[src/rtl/motor_sequencer.sv]
`default_nettype none
// ============================================================================
// Module   : motor_sequencer
// Brief    : H-bridge direction/duty sequencer with soft ramp, dead-time coast
//            and filtered overcurrent handling. Define OC_AUTO_RETRY_EN for
//            timed automatic re-arm after a fault instead of immediate lockout.
// Revision : 1.0
// ============================================================================
module motor_sequencer #(
    parameter int DEADTIME_CYC = 1000,
    parameter int RAMP_DIV     = 256,
    parameter int RAMP_STEP    = 16,
    parameter int OC_FILTER    = 2,
    parameter int RETRY_CYC    = 50000,
    parameter int MAX_RETRY    = 3
) (
    input  logic        clk,
    input  logic        rst_n,
    input  logic [7:0]  sw,
    input  logic [1:0]  OC,
    input  logic        pulse,
    output logic [3:0]  IN,
    output logic [1:0]  EN,
    output logic [11:0] duty,
    output logic        fault
);

    localparam int c_CNT_MAX  = (DEADTIME_CYC > RETRY_CYC) ? DEADTIME_CYC : RETRY_CYC;
    localparam int c_CNT_W    = $clog2(c_CNT_MAX + 1);
    localparam int c_PRE_W    = (RAMP_DIV > 1) ? $clog2(RAMP_DIV) : 1;
    localparam int c_OCF_W    = $clog2(OC_FILTER + 1);
    localparam int c_FCNT_W   = $clog2(MAX_RETRY + 2);

    localparam logic [c_CNT_W-1:0]  c_DEAD_LAST  = c_CNT_W'(DEADTIME_CYC - 1);
    localparam logic [c_CNT_W-1:0]  c_RETRY_LAST = c_CNT_W'(RETRY_CYC - 1);
    localparam logic [c_PRE_W-1:0]  c_PRE_LAST   = c_PRE_W'(RAMP_DIV - 1);
    localparam logic [c_OCF_W-1:0]  c_OCF_MAX    = c_OCF_W'(OC_FILTER);
    localparam logic [c_OCF_W-1:0]  c_OCF_ARM    = c_OCF_W'(OC_FILTER - 1);
    localparam logic [c_FCNT_W-1:0] c_FCNT_MAX   = c_FCNT_W'(MAX_RETRY + 1);
    localparam logic [12:0]         c_STEP       = 13'(RAMP_STEP);

    typedef enum logic [2:0] {
        c_IDLE       = 3'd0,
        c_RAMP       = 3'd1,
        c_RUN        = 3'd2,
        c_DEAD       = 3'd3,
        c_FAULT      = 3'd4,
        c_RETRY_WAIT = 3'd5,
        c_LOCKOUT    = 3'd6
    } state_t;

    state_t               r_state;
    state_t               w_state_next;
    logic [3:0]           r_in;
    logic [11:0]          r_duty;
    logic [c_PRE_W-1:0]   r_pre;
    logic [c_CNT_W-1:0]   r_cnt;
    logic [c_OCF_W-1:0]   r_oc_cnt;
    logic [c_FCNT_W-1:0]  r_fcnt;
    logic                 r_armed;
    logic [3:0]           w_dir;
    logic [11:0]          w_target;
    logic                 w_oc_any;
    logic                 w_oc_qual;

    always_comb begin
        w_dir = 4'b1001;
        if (sw[3:1] == 3'b001) begin
            w_dir = 4'b0110;
        end else if (sw[2] && !sw[3]) begin
            w_dir = 4'b0101;
        end else if (sw[3]) begin
            w_dir = 4'b1010;
        end
    end

    assign w_target  = {sw[7:4], 8'h00};
    assign w_oc_any  = |OC;
    assign w_oc_qual = w_oc_any && (r_oc_cnt >= c_OCF_ARM);

    always_ff @(posedge clk or negedge rst_n) begin
        if (!rst_n) begin
            r_state <= c_IDLE;
        end else begin
            r_state <= w_state_next;
        end
    end

    always_comb begin
        w_state_next = r_state;
        case (r_state)
            // r_armed holds off the first edge after reset release
            c_IDLE: if (sw[0] && r_armed) w_state_next = c_RAMP;
            c_RAMP, c_RUN: begin
                if (!sw[0]) begin
                    w_state_next = c_IDLE;
                end else if (w_dir != r_in) begin
                    w_state_next = c_DEAD;
                end else if (r_state == c_RAMP) begin
                    if (r_duty == w_target) w_state_next = c_RUN;
                end else if (w_target > r_duty) begin
                    w_state_next = c_RAMP;
                end
            end
            c_DEAD: begin
                if (!sw[0]) begin
                    w_state_next = c_IDLE;
                end else if (r_cnt == c_DEAD_LAST) begin
                    w_state_next = c_RAMP;
                end
            end
            c_FAULT: begin
                if (!w_oc_any) begin
`ifdef OC_AUTO_RETRY_EN
                    // r_fcnt already includes this fault, so MAX_RETRY faults still re-arm
                    w_state_next = (r_fcnt <= c_FCNT_W'(MAX_RETRY)) ? c_RETRY_WAIT : c_LOCKOUT;
`else
                    w_state_next = c_LOCKOUT;
`endif
                end
            end
            c_RETRY_WAIT: if (!w_oc_any && r_cnt == c_RETRY_LAST) w_state_next = c_IDLE;
            c_LOCKOUT: if (!sw[0]) w_state_next = c_IDLE;
            default: w_state_next = c_IDLE;
        endcase
        if (w_oc_qual && r_state != c_FAULT && r_state != c_LOCKOUT) begin
            w_state_next = c_FAULT;
        end
    end

    always_ff @(posedge clk or negedge rst_n) begin
        if (!rst_n) begin
            r_in     <= '0;
            r_duty   <= '0;
            r_pre    <= '0;
            r_cnt    <= '0;
            r_oc_cnt <= '0;
            r_fcnt   <= '0;
            r_armed  <= 1'b0;
        end else begin
            r_armed <= 1'b1;
            if (!w_oc_any) begin
                r_oc_cnt <= '0;
            end else if (r_oc_cnt != c_OCF_MAX) begin
                r_oc_cnt <= r_oc_cnt + 1'b1;
            end

            if (w_state_next != r_state) begin
                r_cnt <= '0;
                r_pre <= '0;
                case (w_state_next)
                    c_RAMP: if (r_state != c_RUN) r_in <= w_dir;
                    c_DEAD: r_duty <= '0;
                    c_FAULT: begin
                        r_in   <= '0;
                        r_duty <= '0;
                        if (r_fcnt != c_FCNT_MAX) r_fcnt <= r_fcnt + 1'b1;
                    end
                    c_IDLE: begin
                        r_in   <= '0;
                        r_duty <= '0;
                        if (r_state == c_LOCKOUT) r_fcnt <= '0;
                    end
                    default: ;
                endcase
            end else begin
                case (r_state)
                    c_RAMP: begin
                        if (w_target < r_duty) begin
                            r_duty <= w_target;
                        end else if (r_pre == c_PRE_LAST) begin
                            r_pre <= '0;
                            if ({1'b0, r_duty} + c_STEP >= {1'b0, w_target}) begin
                                r_duty <= w_target;
                            end else begin
                                r_duty <= r_duty + c_STEP[11:0];
                            end
                        end else begin
                            r_pre <= r_pre + 1'b1;
                        end
                    end
                    c_RUN: begin
                        if (w_target < r_duty) r_duty <= w_target;
                        // sustained healthy running forgives earlier faults
                        if (r_cnt == c_RETRY_LAST) begin
                            r_fcnt <= '0;
                        end else begin
                            r_cnt <= r_cnt + 1'b1;
                        end
                    end
                    c_DEAD:       r_cnt <= r_cnt + 1'b1;
                    c_RETRY_WAIT: r_cnt <= w_oc_any ? '0 : r_cnt + 1'b1;
                    default: ;
                endcase
            end
        end
    end

    assign IN    = r_in;
    assign duty  = r_duty;
    assign EN    = (r_state == c_RAMP || r_state == c_RUN) ? {pulse, pulse} : 2'b00;
    assign fault = (r_state == c_FAULT) || (r_state == c_RETRY_WAIT) || (r_state == c_LOCKOUT);

endmodule
`default_nettype wire
[config.mk]
export PLATFORM = sky130hd
export DESIGN_NAME = motor_sequencer
export DESIGN_NICKNAME = d
export VERILOG_FILES = /design/src/rtl/motor_sequencer.sv
export SDC_FILE = /design/constraint.sdc
export NUM_CORES = 1
export LEC_CHECK = 0
export BUFFER_PORTS_ARGS = -buffer_cell sky130_fd_sc_hd__buf_4
export CELL_PAD_IN_SITES_DETAIL_PLACEMENT = 0
export CELL_PAD_IN_SITES_GLOBAL_PLACEMENT = 1
export CORE_ASPECT_RATIO = 1.25
export CORE_MARGIN = 2
export CORE_UTILIZATION = 40
export CTS_CLUSTER_SIZE = 14
export DETAILED_ROUTE_END_ITERATION = 8
export GPL_TIMING_DRIVEN = 0
export PLACE_DENSITY_LB_ADDON = 0.08
export SLEW_MARGIN = 10
export SYNTH_ARGS = -nofsm -noshare
export SYNTH_HDL_FRONTEND = slang
export SYNTH_SLANG_ARGS = --single-unit
[constraint.sdc]
create_clock -name clk -period 6.28 [get_ports clk]
set_clock_uncertainty 0.2 [all_clocks]
set_input_delay 0.942 -clock clk [delete_from_list [all_inputs] [get_ports clk]]
set_output_delay 0.942 -clock clk [all_outputs]
set_load 0.02 [all_outputs]
==> flow_summary.json, run 1 <==
{
  "layout_setup_ws_ps": 2495,
  "via_per_inst": 5.691,
  "core-area_sq_um": 7747,
  "yosysMostFrequentCell": "dfrtp_1",
  "antenna_found_initial": 0,
  "io_pins": 32,
  "cts_buffers": 5,
  "gp_congestion": 0.8382,
  "antenna_cells": 0,
  "grt_max_degree": 43,
  "drc_errors": 0,
  "ys_types": 63,
  "clkSinkCount": 42,
  "ir_worst_vdd_uv": 179.1,
  "vias": 2891,
  "dieHeight_microns": 103.6,
  "synth.cell_area_sq_um": 3172,
  "post-route-min-period_ps": 3785,
  "met1_length_mm": 3.751,
  "clockBufferDepth": 2,
  "critPathTopFamily": "compound AO/OA/AOI/OAI gates",
  "setup_tns_ps": 0,
  "multiInputGateArea_sq_um": 1979,
  "die_area_sq_um": 8662,
  "clock_latency_ps": 300,
  "wl_met3_microns": 336,
  "root_buffer": "clkbuf_8",
  "yosys.area.top_type": "dfrtp_1",
  "fillers": 829,
  "fmax_mhz": 264.2,
  "postCtsHoldBufs": 0,
  "final_hold_viol_count": 0,
  "synth.avg_cell_area_sq_um": 8.436,
  "antenna_left": 0,
  "gr-total-overflow": 0,
  "path_class": "primary input to flop",
  "max_slew_margin": 0.4083,
  "chipWidth_microns": 83.65,
  "synthArstFlopShare": 1.000,
  "min_path_type": "flop to flop",
  "h-tree-depth": 2,
  "drive_gt1_frac": 0.1477,
  "final_util": 0.4669,
  "critPathArrivalTime_ps": 3750,
  "drv_cap": 0,
  "grt_setup_unrepaired": "no",
  "cp-end-kind": "flop",
  "synth_top_area_share": 0.3314,
  "num_rows": 36,
  "start_util": 0.4094,
  "critPathMaxFanout": 10,
  "routed_wl_mm": 8.089,
  "wl_per_cell_microns": 15.92,
  "instances_no_fill": 508,
  "synthFlopType": "dfrtp_1",
  "syn_inst": 376,
  "leakage_uw": 0.001531,
  "cp_data_required_time_ps": 6240,
  "max_stage_delay_ps": 520,
  "dpl.hpwl_mm": 5.930,
  "period_share": 0.6027,
  "synth-seq-cells": 42,
  "cp-start-kind": "primary input",
  "cpMaxStageDelayCell": "o311ai_1",
  "crit_chain": "buf_4, ha_1, nand4bb_1, nor4_1, a2111o_1, a31oi_1, o311ai_1, a21o_1, clkbuf_1, clkbuf_1, a21oi_1",
  "p_per_area_nw_per_um2": 315.8,
  "drt_pass1_iterations": 4,
  "yosysSeqAreaShare": 0.3314,
  "drt_iter0_markers": 156,
  "synthTopCellsByArea": "dfrtp_1, ha_1, a21oi_1, nor2_1, o21ai_0",
  "top_layer": "met4",
  "tightest_slew_ps": 880.7,
  "register_area_sq_um": 1051,
  "ys_warn_count": 0,
  "synth_edf_count": 0,
  "grt_pass1_vias": 2798,
  "track_usage": 0.1902,
  "port_buffers": 27,
  "grt_pass1_wl_mm": 13.70,
  "timing.critical_path.mode_cell": "clkbuf_1",
  "cts_resized": 0,
  "setup_viol": 0,
  "critPathBufInv": 3,
  "place_ws_ps": 2151,
  "wl_met2_mm": 3.902,
  "status": "finished clean",
  "nets": 441,
  "cts_tree": "yes",
  "dp_cells": 501,
  "ys_top_cells_by_count": "dfrtp_1, nor2_1, a21oi_1",
  "clk_pin_slew_ps": 80,
  "slew_viol_final": 0,
  "post_cts_buffers": 0,
  "areaGrowthSynthToFinish_pct": 14.04
}
[worst register-to-register path, stage by stage, from the launching register on]
cell and delay [ps]:
dfrtp_1 440, inv_1 100, ha_1 340, nand4bb_1 150, nor4_1 460, a2111o_1 170
a31oi_1 90, o311ai_1 520, a21o_1 130, clkbuf_1 270, clkbuf_1 470, a21oi_1 90
[placed cells by master, fill, tap and decap left out, types with 4 or more instances in the layout]
| cell | netlist | final |
|---|---|---|
| a211oi_1 | 6 | 6 |
| a21oi_1 | 32 | 32 |
| a31oi_1 | 5 | 5 |
| and3_1 | 16 | 16 |
| buf_4 | 5 | 32 |
| clkbuf_1 | 11 | 11 |
| clkbuf_8 | 0 | 6 |
| conb_1 | 2 | 5 |
| dfrtp_1 | 42 | 42 |
| ha_1 | 15 | 15 |
| inv_1 | 15 | 15 |
| mux2i_1 | 4 | 4 |
| nand2_1 | 29 | 29 |
| nand3_1 | 10 | 10 |
| nand3b_1 | 10 | 10 |
| nand4_1 | 5 | 5 |
| nor2_1 | 34 | 34 |
| nor2b_1 | 11 | 11 |
| nor3_1 | 7 | 7 |
| nor4_1 | 5 | 5 |
| o21a_1 | 4 | 4 |
| o21ai_0 | 24 | 24 |
| o22ai_1 | 4 | 4 |
| or2_2 | 5 | 5 |
| or3_1 | 7 | 7 |
| xnor2_1 | 5 | 5 |
| xor2_1 | 5 | 5 |
[sequential cells by signal (all words and copies together), names as in the netlist]
| register | flops |
|---|---|
| r_state | 3 |
| r_cnt | 16 |
| r_armed | 1 |
| IN | 4 |
| r_oc_cnt | 2 |
| r_pre | 8 |
| duty | 8 |
[cell type report]
type / instances / share of cell area
sequential: 42 / 0.2906
clock buffer: 6 / 0.02283
inverter: 15 / 0.01557
buffer: 20 / 0.02663
clock inverter: 1 / 0.008302
tap: 95 / 0.03286
multi-input combinational: 302 / 0.5472
timing repair buffer: 27 / 0.05604
[through the flow]
stage | total power, uW | area (sq um) | hold WS, ps
floorplan | 748.5 | 3183 | 262.6
detailed placement | 926.7 | 3505 | 309.5
global placement | 926.4 | 3505 | 299.3
finish | 1142 | 3617 | 327.6
CTS | 1153 | 3617 | 326.1
global route | 1226 | 3617 | 371.6
[kinds of logic after synthesis]
family | after synthesis | share of synthesized area
AND/OR/NAND/NOR | 161 | 0.2821
AO/OA/AOI/OAI | 104 | 0.2225
flip-flops | 42 | 0.3314
buffers and inverters | 35 | 0.04813
adder cells (fa/ha/maj) | 15 | 0.05917
XOR/XNOR | 10 | 0.02761
multiplexers | 7 | 0.02682
other | 2 | 0.002368
[power by group]
part | switching (uW) | internal (uW)
Sequential | 23.7 | 299
Combinational | 394 | 202
Clock | 96.6 | 127
[path summary, 6_finish.rpt]
path                       startpoint        to  slack (ps)  cells past startpoint
setup reg to reg             duty[10]  r_cnt[5]        2710                     11
hold reg to reg              r_pre[5]  r_pre[5]         330                      1
hold / removal               r_pre[5]  r_pre[5]         330                      1
min in group asynchronous       rst_n  duty[10]         420                      1
max in group asynchronous       rst_n     IN[0]        5060                      1
setup / recovery                sw[6]  r_cnt[5]        2500                     11
[per-layer routing]
layer / up-vias / global-route usage
met5: - / 0
met4: 0 / 0.06336
met3: 11 / 0.02869
met2: 61 / 0.3131
met1: 1380 / 0.2552
li1: 1439 / -
(Power assumes the default switching activity.)
==> inputs of run 2 (changes only) <==
- ABC_AREA: unset -> 1
- CORE_UTILIZATION: 40 -> 39
- clock period: 6.28 -> 3.05 ns (I/O delays scaled with it)
==> run 2 against run 1 <==
  * First-iteration DRC count fell by 18%
  * Die area rose by 5.4%
  * Non-clock buffer count fell by 8
  * Synthesized cell count rose by 27%
  * Utilization fell by 1.3 points
  * Via count rose by 5.7%
  * Critical path type is now flop to flop
  * Critical endpoint is now r_pre[5]
==> flow_summary.json, run 2 <==
{
  "via_per_inst": 4.969,
  "grt_use_met3": 0.03416,
  "tightest_slew_ps": 555.4,
  "antenna_cells": 0,
  "max_slew_margin": 0.6297,
  "io_pins": 32,
  "vias": 3056,
  "largest_reg_flops": 16,
  "drc_errors": 0,
  "critPathMaxFanout": 8,
  "internal-power_uw": 1226,
  "critPathBufInv": 2,
  "antenna_found_initial": 0,
  "num_rows": 37,
  "areaGrowthSynthToFinish_pct": 13.78,
  "cp-end-kind": "flop",
  "drt_iter0_markers": 128,
  "grt_max_degree": 43,
  "period_share": 0.8940,
  "final_hold_viol_count": 0,
  "top_usage_layer": "met2",
  "cts_tree": "yes",
  "port_buffers": 27,
  "drt_pass1_iterations": 6,
  "clkSinkCount": 42,
  "nets": 545,
  "final_util": 0.4538,
  "pwr-share-seq": 0.274,
  "timing.critical_path.mode_cell": "nor2_1",
  "ys_top_cells_by_count": "nand2_1, inv_1, nor2_1",
  "ir_worst_vdd_uv": 555.9,
  "yosysSeqAreaShare": 0.3216,
  "layout_commonest_cell": "nand2_1",
  "gp_congestion": 0.8521,
  "max_stage_delay_ps": 490,
  "root_buffer": "clkbuf_8",
  "chipWidth_microns": 85.88,
  "synth-seq-cells": 42,
  "routed_wl_mm": 8.000,
  "path_class": "flop to flop",
  "ys_types": 39,
  "r2r-end": "r_pre[5]",
  "synthFlopType": "dfrtp_1",
  "gr-total-overflow": 0,
  "status": "finished clean",
  "cts_buffers": 5,
  "sw_frac_of_total": 0.5191,
  "r2r-start": "duty[9]",
  "mostFrequentLayoutCells": "nand2_1, inv_1, nor2_1",
  "cp-start-kind": "flop",
  "hold_depth": 3,
  "top_register": "r_cnt",
  "antenna_left": 0,
  "synth_top_area_share": 0.3216,
  "track_usage": 0.1830,
  "critPathTopFamily": "simple AND/OR/NAND/NOR gates",
  "fmax_mhz": 366.7,
  "wl_per_cell_microns": 13.01,
  "grt_pass1_vias": 2927,
  "critPathArrivalTime_ps": 2740,
  "clock_latency_ps": 290,
  "pwr-share-comb": 0.581,
  "holdCritStartpoint": "OC[0]",
  "drive_gt1_frac": 0.1680,
  "yosys.area.top_type": "dfrtp_1",
  "setup_viol": 0,
  "dieHeight_microns": 106.3,
  "cpMaxStageDelayCell": "dfrtp_1",
  "post-route-min-period_ps": 2727,
  "switchingPower_uw": 1323,
  "min_path_type": "primary input to flop",
  "synthTopCellsByArea": "dfrtp_1, nand2_1, inv_1, nand3_1, ha_1",
  "synth.avg_cell_area_sq_um": 6.823,
  "clockPowerShare": 0.145,
  "crit_chain": "inv_1, ha_1, nand2_1, nor2_1, a21oi_1, nor2_1, inv_1, nor2_1, nand2_1, a211oi_2",
  "yosysMostFrequentCell": "nand2_1",
  "min_to": "r_oc_cnt[0]",
  "met1_usage": 0.2200,
  "p_per_area_nw_per_um2": 685.4,
  "core-area_sq_um": 8194,
  "die_area_sq_um": 9132,
  "slew_viol_final": 0,
  "fillers": 865,
  "grt_setup_unrepaired": "no",
  "dpl.hpwl_mm": 6.176,
  "r2r_slack_ps": 320,
  "clk_pin_slew_ps": 90,
  "rr_worst_depth": 10,
  "synth.cell_area_sq_um": 3268,
  "synth_edf_count": 0,
  "synthArstFlopShare": 1.000,
  "leakage_uw": 0.001847,
  "syn_inst": 479,
  "drv_cap": 0,
  "setup_tns_ps": 0,
  "grt_pass1_wl_mm": 13.44,
  "start_util": 0.3988,
  "h-tree-depth": 2,
  "ys_warn_count": 0,
  "cp_data_required_time_ps": 3070,
  "grtUsageMet2": 0.3228,
  "clockBufferDepth": 2
}
-- run 2: power groups by stage --
stage / Combinational [uW] / Clock, uW / Sequential [uW]
global route: 1680 / 401 / 710
detailed placement: 1500 / 0 / 708
finish: 1480 / 370 / 699
global placement: 1490 / 0 / 708
CTS: 1510 / 386 / 698
floorplan: 1060 / 0 / 723
-- run 2: cell type report --
| cell class | instances | area (sq um) | share of cell area |
|---|---|---|---|
| multi-input cells | 350 | 1863 | 0.5010 |
| plain buffers | 11 | 85.08 | 0.02288 |
| clock buffers | 6 | 72.57 | 0.01952 |
| well taps | 97 | 121.4 | 0.03264 |
| inverters | 79 | 296.5 | 0.07974 |
| clock inverters | 2 | 13.76 | 0.003701 |
| flip-flops and latches | 42 | 1054 | 0.2833 |
| repair buffers | 28 | 212.7 | 0.05720 |
-- run 2: routing by layer --
metal / part of all wire / vias to the layer above
li1: - / 1589
met2: 0.51 / 47
met4: 0.022 / 0
met5: 0 / -
met1: 0.44 / 1409
met3: 0.031 / 11
-- run 2: worst register-to-register path, delay by kind of cell, from the launching register on --
family | cells | cell delay [ps]
AO/OA/AOI/OAI | 2 | 340
AND/OR/NAND/NOR | 5 | 940
adder cells (fa/ha/maj) | 1 | 330
buffers and inverters | 2 | 350
flip-flops | 1 | 490
-- run 2: logic make-up after synthesis --
family / synth area share
other: 0.002298
adder cells (fa/ha/maj): 0.05743
flip-flops: 0.3216
AND/OR/NAND/NOR: 0.3897
buffers and inverters: 0.1168
XOR/XNOR: 0.02948
AO/OA/AOI/OAI: 0.08269
-- run 2: per-stage QoR --
step,total power [uW],hold slack (ps),area [sq um],cells,worst slack [ps]
after floorplan,1778,-38.09,3279,482,464.4
after global placement,2201,293.7,3603,606,144.8
after detailed placement,2207,297.0,3603,606,177.1
after CTS,2590,211.0,3700,615,144.1
after global routing,2789,227.7,3719,615,9.935
final,2549,219.1,3719,615,323.2
-- run 2: worst max-delay path by stage --
stage / start / end / slack, ps / cells after the start
4_1_cts: duty[4] / duty[7] / 140 / 14
2_1_floorplan: duty[4] / duty[6] / 460 / 18
3_5_place_dp: duty[4] / duty[5] / 180 / 14
3_3_place_gp: duty[4] / duty[6] / 140 / 14
5_1_grt: duty[4] / duty[5] / 10 / 18
6_report: duty[9] / r_pre[5] / 320 / 10
-- run 2: what timing repair did --
item	in CTS	in global routing
gates resized for setup	0	6
hold buffers	1	0
buffers inserted	0	0
setup endpoints to repair	0	8
hold endpoints to repair	42	0
